## src/rtl/cpu_pkg.sv

```systemverilog
// rtl/cpu_pkg.sv - shared CPU constants: funct codes, mul/div op encoding, sequencer states
package cpu_pkg;

    localparam logic [5:0] FUNCT_MULT = 6'h18;
    localparam logic [5:0] FUNCT_DIV  = 6'h1a;

    localparam logic MD_OP_MULT = 1'b0;
    localparam logic MD_OP_DIV  = 1'b1;

    typedef enum logic [1:0] {
        MD_IDLE = 2'd0,
        MD_RUN  = 2'd1,
        MD_FIN  = 2'd2
    } md_state_t;

endpackage

```

## src/rtl/div_step.sv

```systemverilog
// rtl/div_step.sv - one combinational restoring-division step on unsigned magnitudes
module div_step #(
    parameter int WIDTH = 32
) (
    input  logic [WIDTH-1:0] rem,
    input  logic             dividend_bit,
    input  logic [WIDTH-1:0] divisor,
    output logic [WIDTH-1:0] rem_next,
    output logic             q_bit
);

    logic [WIDTH:0] shifted;
    logic [WIDTH:0] trial;

    // rem < divisor on entry, so both the kept and the subtracted value fit WIDTH bits
    always_comb begin
        shifted  = {rem, dividend_bit};
        trial    = shifted - {1'b0, divisor};
        q_bit    = (shifted >= {1'b0, divisor});
        rem_next = q_bit ? trial[WIDTH-1:0] : shifted[WIDTH-1:0];
    end

endmodule

```

## src/rtl/mult_div_seq.sv

```systemverilog
// rtl/mult_div_seq.sv - multicycle signed MULT/DIV sequencer owning HI/LO; divider enabled by MD_DIVIDER_EN
module mult_div_seq
    import cpu_pkg::*;
#(
    parameter int WIDTH = 32
) (
    input  logic             clk,
    input  logic             reset,
    input  logic             start,
    input  logic             op,
    input  logic [WIDTH-1:0] a,
    input  logic [WIDTH-1:0] b,
    output logic             busy,
    output logic             done,
    output logic             div0,
    output logic [WIDTH-1:0] hi,
    output logic [WIDTH-1:0] lo
);

    localparam int             CW   = $clog2(WIDTH);
    localparam logic [CW-1:0]  LAST = CW'(WIDTH - 1);

    md_state_t          state;
    md_state_t          state_next;
    logic [CW-1:0]      count;
    logic [2*WIDTH-1:0] acc;
    logic [WIDTH-1:0]   opnd;
    logic               sign_a;
    logic               sign_b;
    logic               op_q;
    logic               fault;
    logic               fault_req;

    logic [WIDTH-1:0]   mag_a;
    logic [WIDTH-1:0]   mag_b;
    logic [WIDTH:0]     mul_sum;
    logic [2*WIDTH-1:0] step_next;
    logic [2*WIDTH-1:0] prod_fix;
    logic [WIDTH-1:0]   quot_fix;
    logic [WIDTH-1:0]   rem_fix;

    // operand magnitudes and whether a new request goes straight to the fault path
    always_comb begin
        mag_a = a[WIDTH-1] ? -a : a;
        mag_b = b[WIDTH-1] ? -b : b;
`ifdef MD_DIVIDER_EN
        fault_req = (op == MD_OP_DIV) && (b == '0);
`else
        fault_req = (op == MD_OP_DIV);
`endif
    end

    // MULT: acc = {partial product, remaining multiplier bits}, shift right each step
    always_comb begin
        mul_sum = {1'b0, acc[2*WIDTH-1:WIDTH]} + (acc[0] ? {1'b0, opnd} : '0);
    end

`ifdef MD_DIVIDER_EN
    logic [WIDTH-1:0] div_rem;
    logic             div_q;

    // DIV: acc = {remainder, dividend bits shifting out / quotient bits shifting in}
    div_step #(.WIDTH(WIDTH)) u_div_step (
        .rem          (acc[2*WIDTH-1:WIDTH]),
        .dividend_bit (acc[WIDTH-1]),
        .divisor      (opnd),
        .rem_next     (div_rem),
        .q_bit        (div_q)
    );

    // select the iteration for the latched operation
    always_comb begin
        step_next = {mul_sum, acc[WIDTH-1:1]};
        if (op_q == MD_OP_DIV) begin
            step_next = {div_rem, acc[WIDTH-2:0], div_q};
        end
    end
`else
    // multiply is the only iteration without the divider
    always_comb begin
        step_next = {mul_sum, acc[WIDTH-1:1]};
    end
`endif

    // sign correction applied in FIN: quotient follows sign xor, remainder follows dividend
    always_comb begin
        prod_fix = (sign_a ^ sign_b) ? -acc : acc;
        quot_fix = (sign_a ^ sign_b) ? -acc[WIDTH-1:0] : acc[WIDTH-1:0];
        rem_fix  = sign_a ? -acc[2*WIDTH-1:WIDTH] : acc[2*WIDTH-1:WIDTH];
    end

    // state register
    always_ff @(posedge clk) begin
        if (reset) begin
            state <= MD_IDLE;
        end else begin
            state <= state_next;
        end
    end

    // next-state and status outputs
    always_comb begin
        state_next = state;
        busy       = 1'b0;
        done       = 1'b0;
        div0       = 1'b0;
        case (state)
            MD_IDLE: begin
                if (start) begin
                    state_next = fault_req ? MD_FIN : MD_RUN;
                end
            end
            MD_RUN: begin
                busy = 1'b1;
                if (count == LAST) begin
                    state_next = MD_FIN;
                end
            end
            MD_FIN: begin
                busy       = 1'b1;
                done       = 1'b1;
                div0       = fault;
                state_next = MD_IDLE;
            end
            default: state_next = MD_IDLE;
        endcase
    end

    // datapath: latch request, iterate, commit HI/LO once in FIN
    always_ff @(posedge clk) begin
        if (reset) begin
            count  <= '0;
            acc    <= '0;
            opnd   <= '0;
            sign_a <= 1'b0;
            sign_b <= 1'b0;
            op_q   <= MD_OP_MULT;
            fault  <= 1'b0;
            hi     <= '0;
            lo     <= '0;
        end else begin
            case (state)
                MD_IDLE: begin
                    if (start) begin
                        op_q   <= op;
                        sign_a <= a[WIDTH-1];
                        sign_b <= b[WIDTH-1];
                        count  <= '0;
                        fault  <= fault_req;
                        if (op == MD_OP_DIV) begin
                            opnd <= mag_b;
                            acc  <= {{WIDTH{1'b0}}, mag_a};
                        end else begin
                            opnd <= mag_a;
                            acc  <= {{WIDTH{1'b0}}, mag_b};
                        end
                    end
                end
                MD_RUN: begin
                    acc   <= step_next;
                    count <= count + CW'(1);
                end
                MD_FIN: begin
                    if (!fault) begin
                        if (op_q == MD_OP_DIV) begin
                            hi <= rem_fix;
                            lo <= quot_fix;
                        end else begin
                            hi <= prod_fix[2*WIDTH-1:WIDTH];
                            lo <= prod_fix[WIDTH-1:0];
                        end
                    end
                end
                default: ;
            endcase
        end
    end

endmodule

```

## config.mk

```make
export PLATFORM = sky130hd
export DESIGN_NAME = mult_div_seq
export DESIGN_NICKNAME = d
export VERILOG_FILES = /design/src/rtl/cpu_pkg.sv /design/src/rtl/div_step.sv /design/src/rtl/mult_div_seq.sv
export SDC_FILE = /design/constraint.sdc
export NUM_CORES = 1
export LEC_CHECK = 0
export BUFFER_PORTS_ARGS = -buffer_cell sky130_fd_sc_hd__buf_4
export CAP_MARGIN = 20
export CORE_ASPECT_RATIO = 0.5
export CORE_MARGIN = 2
export CORE_UTILIZATION = 45
export DETAILED_ROUTE_END_ITERATION = 16
export REMOVE_ABC_BUFFERS = 1
export SYNTH_ARGS = -nofsm -noshare
export SYNTH_HDL_FRONTEND = slang
export SYNTH_SLANG_ARGS = --single-unit
export TNS_END_PERCENT = 50
```

## constraint.sdc

```tcl
create_clock -name clk -period 4 [get_ports clk]
set_clock_uncertainty 0.1 [all_clocks]
set_input_delay 0.8 -clock clk [delete_from_list [all_inputs] [get_ports clk]]
set_output_delay 0.8 -clock clk [all_outputs]
set_load 0.01 [all_outputs]
```

After elaboration in Yosys (flattened, before gate mapping)
Cells that the tools add are included.
{"block": "totals", "reg_bits": 170, "latchBits": 0, "ramBits": 0, "romBits": 0, "input_bits": 68, "output_inout_bits": 67, "word_cells": 51, "memories": 0}
{"block": "classes", "addsub": 7, "mul": 0, "n_div": 0, "magnitude_cmp": 0, "n_eq_ne": 5, "shift": 0, "mux": 21, "bitwise": 2, "reduce_logical": 7}
{"cell": "$mux 32", "count": 9}
{"cell": "$mux 64", "count": 2}
{"cell": "$neg 32->32", "count": 4}
{"cell": "$pmux 64 s2", "count": 1}
{"cell": "$neg 64->64", "count": 1}
{"cell": "$add 32x32->33", "count": 1}
{"cell": "$pmux 5 s2", "count": 1}
{"cell": "$reduce_and 2->1", "count": 4}
{"cell": "$mux 2", "count": 3}
{"cell": "$add 5x1->5 const B", "count": 1}
{"cell": "$eq 5x5->1 const B", "count": 1}
{"cell": "$mux 5", "count": 1}
{"cell": "$ne 2x2->1 const B", "count": 2}
{"cell": "$pmux 2 s2", "count": 1}
{"cell": "$mux 1", "count": 3}
{"cell": "$eq 2x1->1 const B", "count": 1}
{"cell": "$eq 2x2->1 const B", "count": 1}
{"cell": "$logic_not 2->1", "count": 1}
{"cell": "$reduce_bool 2->1", "count": 1}
{"cell": "$reduce_or 2->1", "count": 1}
{"cell": "$not 1->1", "count": 1}
{"cell": "$xor 1x1->1", "count": 1}

Longest topological paths before layout
{"block": "logic_depth", "word_depth": 5, "ltp_mapped": 14, "ltp_nobuf": 12}

Worst setup path after synthesis
Ideal clock, no wire load.
{"block": "synth_timing", "kind": "input to register", "from": "input b[23]", "to": "register opnd[31]", "arrival_ps": 2943, "required_ps": 3809, "setup_slack_ps": 866, "cell_stages": 6, "n_path_buf": 0, "cell_sequence": "or4_1 > or2_1 > or3_1 > or3_1 > or4_1 > a311oi_1"}
{"block": "synth_between", "elab_chain_len": 3}
{"item": "start, declared", "line_no": "mult_div_seq.sv:12", "text": "input logic [WIDTH-1:0] b,"}
{"item": "$neg 32->32", "line_no": "mult_div_seq.sv:45", "text": "mag_b = b[WIDTH-1] ? -b : b;"}
{"item": "$mux 32", "line_no": "mult_div_seq.sv:45"}
{"item": "$mux 32", "line_no": "mult_div_seq.sv:150", "text": "if (op == MD_OP_DIV) begin"}
{"item": "end signal, assigned", "line_no": "mult_div_seq.sv:151", "text": "opnd <= mag_b;"}
{"item": "end signal, assigned", "line_no": "mult_div_seq.sv:154", "text": "opnd <= mag_a;"}
{"item": "end, declared", "line_no": "mult_div_seq.sv:27", "text": "logic [WIDTH-1:0] opnd;"}
Every way passes these cells.
A chain may end at the register's enable or synchronous reset.

Worst setup path in the final report
{"block": "layout_timing", "from": "register acc[1]", "to": "register hi[18]"}
{"block": "layout_between", "elab_chain_len": 3}
{"item": "start, declared", "line_no": "mult_div_seq.sv:26", "text": "logic [2*WIDTH-1:0] acc;"}
{"item": "start signal, assigned", "line_no": "mult_div_seq.sv:152", "text": "acc <= {{WIDTH{1'b0}}, mag_a};"}
{"item": "start signal, assigned", "line_no": "mult_div_seq.sv:155", "text": "acc <= {{WIDTH{1'b0}}, mag_b};"}
{"item": "start signal, assigned", "line_no": "mult_div_seq.sv:160", "text": "acc <= step_next;"}
{"item": "$neg 64->64", "line_no": "mult_div_seq.sv:87", "text": "prod_fix = (sign_a ^ sign_b) ? -acc : acc;"}
{"item": "$mux 64", "line_no": "mult_div_seq.sv:87"}
{"item": "$mux 32", "line_no": "mult_div_seq.sv:165", "text": "if (op_q == MD_OP_DIV) begin"}
{"item": "end signal, assigned", "line_no": "mult_div_seq.sv:166", "text": "hi <= rem_fix;"}
{"item": "end signal, assigned", "line_no": "mult_div_seq.sv:169", "text": "hi <= prod_fix[2*WIDTH-1:WIDTH];"}
{"item": "end, declared", "line_no": "mult_div_seq.sv:16", "text": "output logic [WIDTH-1:0] hi,"}
Every way passes these cells.

==> results.toml <==
[sta]
worstMarginPinSlew_ns = 0.804
setup_tns_ns = 0
rsz0062_at_grt = "false"
fmax_ghz = 0.299
fin_crit_ns = 3.34
slew_headroom_pct = 46.1
setup_viol = 0
setup_ws_ns = 0.660
hold_viol_final = 0
fin_crit_sh_pct = 83.5
slew_viol_final = 0

[drt]
wire_per_inst_um = 20.9
drc = 0
drt_pass1_iterations = 5
drt-total-wl_um = 40800
vias = 11800
antenna_left = 0
drt_iter0_drc = 1008
viasPerCell = 6.06

[grt]
grt_max_degree = 118
grt_pass1_vias = 10800
grt_overflow_total = 0
grt_first_pass_wirelength_um = 62700
antenna_found_initial = 0
grt.total_usage_pct = 30.4

[layout]
num_antenna_cells = 0
syn_to_final_growth_pct = 18.0
nNetsFinal = 1701
multi_input_area_um2 = 7600
final-seq-area_um2 = 3400
drive_gt1_share_pct = 14.4
nFillCells = 2377

[setup_path]
crit_fanout = 6
critPathKind = "reg -> reg"
worst_setup_path_end_kind = "flop"
reg2reg_slack_ns = 0.66
reg2reg_to = "hi[18]"
critPathLaunchType = "flop"
reg2reg_from = "acc[1]"
r2r_cells = 11
crit_required_ns = 4.27
crit_arrival_ns = 3.61

[floorplan]
io_pins = 135
start_util_pct = 45.6
dieHeight_um = 117
dieWidth_um = 229
die-area_um2 = 26800
num_rows = 41
core_area_um2 = 25100

[logic_synthesis]
post-synth-top-area-fraction_pct = 29.8
synth-seq-cells = 170
ys_types = 66
syn_avg_cell_area_um2 = 7.67
yosys_warnings = 0
synthTopCellsByCount = "nor2_1, dfxtp_1, nand2_1, o21ai_0, a21oi_1"
seq_area_frac_synth_pct = 29.8
yosysMostFrequentCell = "nor2_1"
synth_largest_area_cell = "dfxtp_1"
synthTopCellsByArea = "dfxtp_1, xnor2_1, nor2_1"
netlist_area_um2 = 11400
synth_edf_count = 0
synthArstFlopShare_pct = 0
netlist_instances = 1491
synthFlopType = "dfxtp_1"

[hold_path]
hold_class = "reg -> reg"
min_from = "opnd[30]"
hold-path-cell-count = 2
min_to = "opnd[30]"

[placement]
pre_cts_ws_ns = 0.470
port_buffers = 134
place.gp.congestion = 0.927
hpwl_um = 30700

[clock_network]
clockBufferDepth = 2
cts_setup_buffers = 0
cts_tree = "done"
clk_latency_ns = 0.46
hold_buffers = 0
cts_max_level = 4
clk_pin_slew_worst_paths_ns = 0.07
root_buffer = "clkbuf_16"
numCtsBuffers = 17
post_cts_resized = 0
cts_sinks = 170

[power]
power_leakage_nw = 5.22
p_per_area_nw_per_um2 = 399
ir_drop_mv = 0.288
power_w = 0.00539

[outcome]
status = "finished, final reports clean"

[flow_run]
maxCapViolCount = 0
## layer usage
layer  vias up  GRT usage (%)  wire length, µm
li1       5631              -                -
met1      5694           43.5            19700
met2       425           47.7            17500
met3        56           4.93             2850
met4         0           8.40              797
met5         -              0                0
## logic make-up after synthesis
group                      Yosys count  synth area share (%)
and+or+nand+nor                    543                  23.2
AOI/OAI and AO/OA                  455                  26.0
DFF                                170                  29.8
xor gates and xnor gates           140                  10.7
buffers and inverters              122                  4.02
adders and majority gates           42                  4.66
muxes                               19                  1.72
## worst max-delay path by stage
stage / from / to / slack, ns / cells after the start
6_report: acc[1] / hi[18] / 0.66 / 11
3_5_place_dp: b[15] / acc[24] / 0.47 / 9
5_1_grt: acc[0] / acc[63] / 0.41 / 11
4_1_cts: acc[0] / acc[61] / 0.69 / 12
3_3_place_gp: b[15] / acc[24] / 0.52 / 9
2_1_floorplan: state[0] / hi[20] / -1.31 / 5
## through the flow
| step | cell area, µm² | instances | hold slack, ns | util, % |
|---|---|---|---|---|
| finish | 13500 | 1948 | 0.349 | 53.8 |
| global route | 13500 | 1948 | 0.370 | 53.8 |
| CTS | 13500 | 1947 | 0.348 | 53.7 |
| detailed placement | 12900 | 1915 | 0.339 | 51.3 |
| global placement | 12900 | 1915 | 0.324 | 51.3 |
| floorplan | 11100 | 1399 | 0.308 | - |
## worst max-delay path, stage by stage (launching register included)
cell and delay, ns:
dfxtp_1 0.36, inv_1 0.07, ha_1 0.20, or3b_2 0.53
nor3_2 0.33, nand4_1 0.40, nor4_1 0.41, buf_4 0.18
nand2_1 0.09, o31ai_1 0.26, xor2_1 0.10, a211oi_1 0.22
## where the power goes
group / total (W) / switching, W / internal, W / leakage [nW]
Clock: 0.00179 / 0.000793 / 0.000994 / 0.295
Sequential: 0.00204 / 0.000176 / 0.00187 / 1.39
Combinational: 0.00156 / 0.000939 / 0.000617 / 3.53
Total: 0.00539 / 0.00191 / 0.00348 / 5.22
## placed cells by master, fill, tap and decap left out, drive strengths merged, types with 28 or more instances in the layout
cell type and count:
xor2 52, dfxtp 170, buf 173, nand2 134, ha 41, and2 35, a211oi 80, a21oi 102
o21ai 104, or3 28, nor3 44, inv 33, xnor2 88, nor2 178
## cell type report
type,instances,share of cell area [%]
clock buffers,17,3.15
multi-input cells,1199,56.3
clock inverters,15,1.40
flip-flops and latches,170,25.2
inverters,30,0.834
repair buffers,173,9.90
well taps,344,3.19
## sequential cells by signal, summed over array words and instances (netlist names)
register / flops
sign_b: 1
fault: 1
opnd: 32
sign_a: 1
state: 2
count: 5
lo: 32
acc: 64
hi: 32
(Power assumes the default switching activity.)
